`src/rtl/cm_dist.sv`:
```
// Single-source to N-sink stream distributor: a one-entry stage that locks one enabled consumer per item.
// Optional transfer counter port `cnt` is built when CM_DIST_CNT_EN is defined.

package cm_pkg;
    typedef enum logic [0:0] {
        ARB_MIN = 1'b0,
        ARB_MAX = 1'b1
    } t_arb_algo;
endpackage

module cm_dist #(
    parameter int unsigned       DW   = 32,
    parameter int unsigned       N    = 4,
    parameter cm_pkg::t_arb_algo ALGO = cm_pkg::ARB_MIN
) (
    input  logic                 clk,
    input  logic                 rst,
    input  logic                 s_valid,
    output logic                 s_ready,
    input  logic [DW-1:0]        s_data,
    input  logic [N-1:0]         en,
    output logic [N-1:0]         m_valid,
    input  logic [N-1:0]         m_ready,
    output logic [DW-1:0]        m_data,
    output logic [$clog2(N)-1:0] m_tgt
`ifdef CM_DIST_CNT_EN
    ,
    output logic [31:0]          cnt
`endif
);

    localparam int unsigned TW = $clog2(N);

    typedef enum logic [0:0] {
        EMPTY = 1'b0,
        HOLD  = 1'b1
    } t_state;

    t_state         state;
    t_state         state_nxt;
    logic           take_c;
    logic           cap_c;
    logic           found_c;
    logic [TW-1:0]  idx_c;
    logic [TW-1:0]  sel_c;

    // Target selection: scan order depends on ALGO, first enabled consumer wins.
    always_comb begin
        sel_c   = '0;
        found_c = 1'b0;
        idx_c   = '0;
        for (int i = 0; i < int'(N); i++) begin
            if (ALGO == cm_pkg::ARB_MIN) begin
                idx_c = TW'(i);
            end else begin
                idx_c = TW'(int'(N) - 1 - i);
            end
            if (!found_c && en[idx_c]) begin
                found_c = 1'b1;
                sel_c   = idx_c;
            end
        end
    end

    assign m_valid = (state == HOLD) ? (N'(1) << m_tgt) : '0;
    assign take_c  = |(m_valid & m_ready);
    assign s_ready = (|en) && ((state == EMPTY) || take_c);
    assign cap_c   = s_valid && s_ready;

    always_comb begin
        state_nxt = state;
        case (state)
            EMPTY: if (cap_c) state_nxt = HOLD;
            HOLD: begin
                if (cap_c) begin
                    state_nxt = HOLD;
                end else if (take_c) begin
                    state_nxt = EMPTY;
                end
            end
            default: state_nxt = EMPTY;
        endcase
    end

    always_ff @(posedge clk) begin
        if (rst) begin
            state  <= EMPTY;
            m_data <= '0;
            m_tgt  <= '0;
        end else begin
            state <= state_nxt;
            if (cap_c) begin
                m_data <= s_data;
                m_tgt  <= sel_c;
            end
        end
    end

`ifdef CM_DIST_CNT_EN
    // Completed transfers, free-running with natural wrap.
    always_ff @(posedge clk) begin
        if (rst) begin
            cnt <= '0;
        end else if (take_c) begin
            cnt <= cnt + 32'd1;
        end
    end
`endif

endmodule

```
`config.mk`:
```
export PLATFORM = sky130hd
export DESIGN_NAME = cm_dist
export DESIGN_NICKNAME = d
export VERILOG_FILES = /design/src/rtl/cm_dist.sv
export SDC_FILE = /design/constraint.sdc
export NUM_CORES = 1
export LEC_CHECK = 0
export ABC_AREA = 1
export ABC_CLOCK_PERIOD_IN_PS = 1330
export CORE_ASPECT_RATIO = 2
export CORE_MARGIN = 1.5
export CORE_UTILIZATION = 25
export DETAILED_ROUTE_END_ITERATION = 7
export HOLD_SLACK_MARGIN = 0.05
export SLEW_MARGIN = 20
export SYNTH_ARGS = -nofsm -noshare
export SYNTH_HDL_FRONTEND = slang
export SYNTH_SLANG_ARGS = --single-unit
```
`constraint.sdc`:
```
create_clock -name clk -period 1.33 [get_ports clk]
set_clock_uncertainty 0.1 [all_clocks]
set_input_delay 0.266 -clock clk [delete_from_list [all_inputs] [get_ports clk]]
set_output_delay 0.266 -clock clk [all_outputs]
set_load 0.02 [all_outputs]
```
==> results.cfg <==
[routing]
postRouteAntennaNets = 0
route.detailed.drc = 0
vias_per_cell = 4.145
vias = 2052
wl_per_cell_um = 11.11
drt_iter0_drc = 70
finalWirelength_mm = 5.500
first_pass_iters = 4

[die]
io_pins = 82
start_util_pct = 25.93
die_w_um = 64.39
coreArea_um2 = 7267
fp-row-count = 44
dieArea_um2 = 8099
die_h_um = 125.8

[timing]
hold_violations = 0
fin_hold_ws_ps = 410.0
max_slew_margin_pct = 78.72
fin_ws_ps = -310.2
finalMaxSlewViolations = 0
post-route-period-util_pct = 123.3
rsz0062_at_grt = yes
tightest_slew_ps = 318.2
finalSetupViolCount = 41
fmax_mhz = 609.7
period_minus_slack_ps = 1640

[grt]
antenna_found_initial = 0
grt_max_degree = 36
grt_pass1_vias = 1963
grt.overflow.total = 0
track_usage_pct = 14.02
grt_pass1_wl_mm = 8.990

[cells_and_area]
final_util_pct = 43.41
n_fill_cell = 786
drive_above_1_share_pct = 12.66
area_growth_pct = 67.40
nNetsFinal = 445
diodes = 0

[clock_network]
cts_hold_buffers = 0
cts_tree = yes
root_buffer = clkbuf_16
clkTransAtPathRegs_ps = 50
cts_num_sinks = 35
cts_buffers = 5
clk_latency_ps = 270
h-tree-depth = 2
clk_path_buf_depth = 2

[hold_path]
hold_path_class = flip-flop to flip-flop
holdPathEnd = m_data[17]
whs_path_depth = 4
min-delay-start = m_data[17]

[run]
cap_violations = 0

[synth]
yosys.cell_count.top_type = inv_1
synth_edf_count = 0
synthTopCellsByCount = inv_1 (101), nand2_1 (70), nor2_1 (37), nand4_1 (36), dfxtp_1 (35)
synth-seq-area-share_pct = 37.18
ys_top_cells_by_area = dfxtp_1 (37%), inv_1 (20%), nand2_1 (14%)
synth_cell_type_count = 19
synth_seq_cells = 35
avgSynthCellArea_um2 = 6.098
syn-num-nets = 352
netlist.area_leader.share_pct = 37.18
synth_area_um2 = 1884
synth_top_cell_by_area = dfxtp_1
synth_cells = 309
synth_warnings = 0
ys.flop_type = dfxtp_1
async_reset_ff_share_pct = 0

[worst_setup_path]
rr_worst_depth = 10
crit_fanout = 2
r2r_start = m_tgt[0]
crit_type = input port to output pin
arrival_ps = 1270
crit_path_start_kind = input port
rrSetupSlack_ps = -250
cp_top_family = buffers and inverters
reg2reg_to = m_data[24]
worst-path-buf-inv = 2
slowest_stage = clkdlybuf4s50_1
worst_setup_path_startpoint = m_ready[1]
crit_chain = clkdlybuf4s50_1 > nand4_1 > nand4_4 > and2_4 > buf_6
endpoint_kind = output pin
worstPathRequired_ps = 960
critPathMaxStageDelay_ps = 450

[power]
ir_drop_v = 0.0005657
power_w = 0.003285
power_density_nw_per_um2 = 1041
leakage_nw = 1.750

[placement]
place_congestion = 0.7422
dpl.hpwl_mm = 3.712
portBuffers = 81
dp_slack_ps = -800.1

[status]
outcome = finished with violations
violations = negative setup slack
## area by class of cell
class,instances,area [um2],area share [%]
timing repair buffer,102,1052,33.36
clock inverter,1,5.005,0.1587
tap,92,115.1,3.649
sequential,35,709.4,22.49
inverter,104,390.4,12.38
multi-input combinational,154,749.5,23.76
clock buffer,7,132.6,4.205
## per-stage QoR
step	instance area (um2)	TNS (ps)	cells
floorplan	1914	-1493	309
global placement	2890	-28550	480
detailed placement	2890	-29470	480
CTS	3075	-10770	493
global route	3154	-12920	495
finish	3154	-9320	495
## worst register-to-register path, cell delays in order (launching register included)
cell and delay, ps:
dfxtp_4 360, inv_1 90, nand4_1 140, nand4_4 150
buf_6 120, buf_12 90, nand3_4 90, buf_12 180
nand2_1 60, inv_1 40, nor2_1 90
## sequential cells by signal (all words and copies together), names as in the netlist
register  count
m_data       32
m_tgt         2
state         1
## cell families after synthesis
logic type             after synthesis  synth area share (%)
AOI/OAI and AO/OA                    3                 1.129
and+or+nand+nor                    151                 36.99
buffers and inverters              120                 24.70
DFF                                 35                 37.18
## repair_timing
item                                    in CTS  in global routing
pin swaps                                    4                  6
hold endpoints to repair                     0                  0
gates resized for setup                     78                 32
endpoints found under the setup margin      74                 60
gates cloned                                 1                  1
buffers inserted                             4                  1
## worst max path at each step
stage	to	slack, ps	cells past startpoint
floorplan	s_ready	-130	5
global placement	s_ready	-790	5
detailed placement	m_data[24]	-800	9
CTS	s_ready	-350	5
global route	s_ready	-370	5
finish	s_ready	-310	5
## layer usage
layer	track usage, %	up-vias	routed length (um)
met1	13.75	911	2114
met4	5.257	0	87
met3	2.768	5	242
li1	-	1085	-
met2	27.63	51	3055
met5	0	-	0
## power by group
part           internal, W  total (W)  switching, W
clock network     0.000691    0.00110      0.000410
logic             0.000468   0.000972      0.000504
registers          0.00115    0.00121     0.0000598
total              0.00231    0.00328      0.000973
## cells in the final DEF (no fill, tap or decap), drive strengths merged
cell             n
inv            103
clkinv           2
o21bai           1
nand3            2
clkdlybuf4s15   20
buf             25
nand2           70
nor2            37
nand4           37
and2             1
dlygate4sd2     13
a21oi            2
clkdlybuf4s50   40
nor3             4
dlymetal6s2s     1
clkbuf          10
dfxtp           35
No activity file was read; power rests on OpenSTA's default activity.
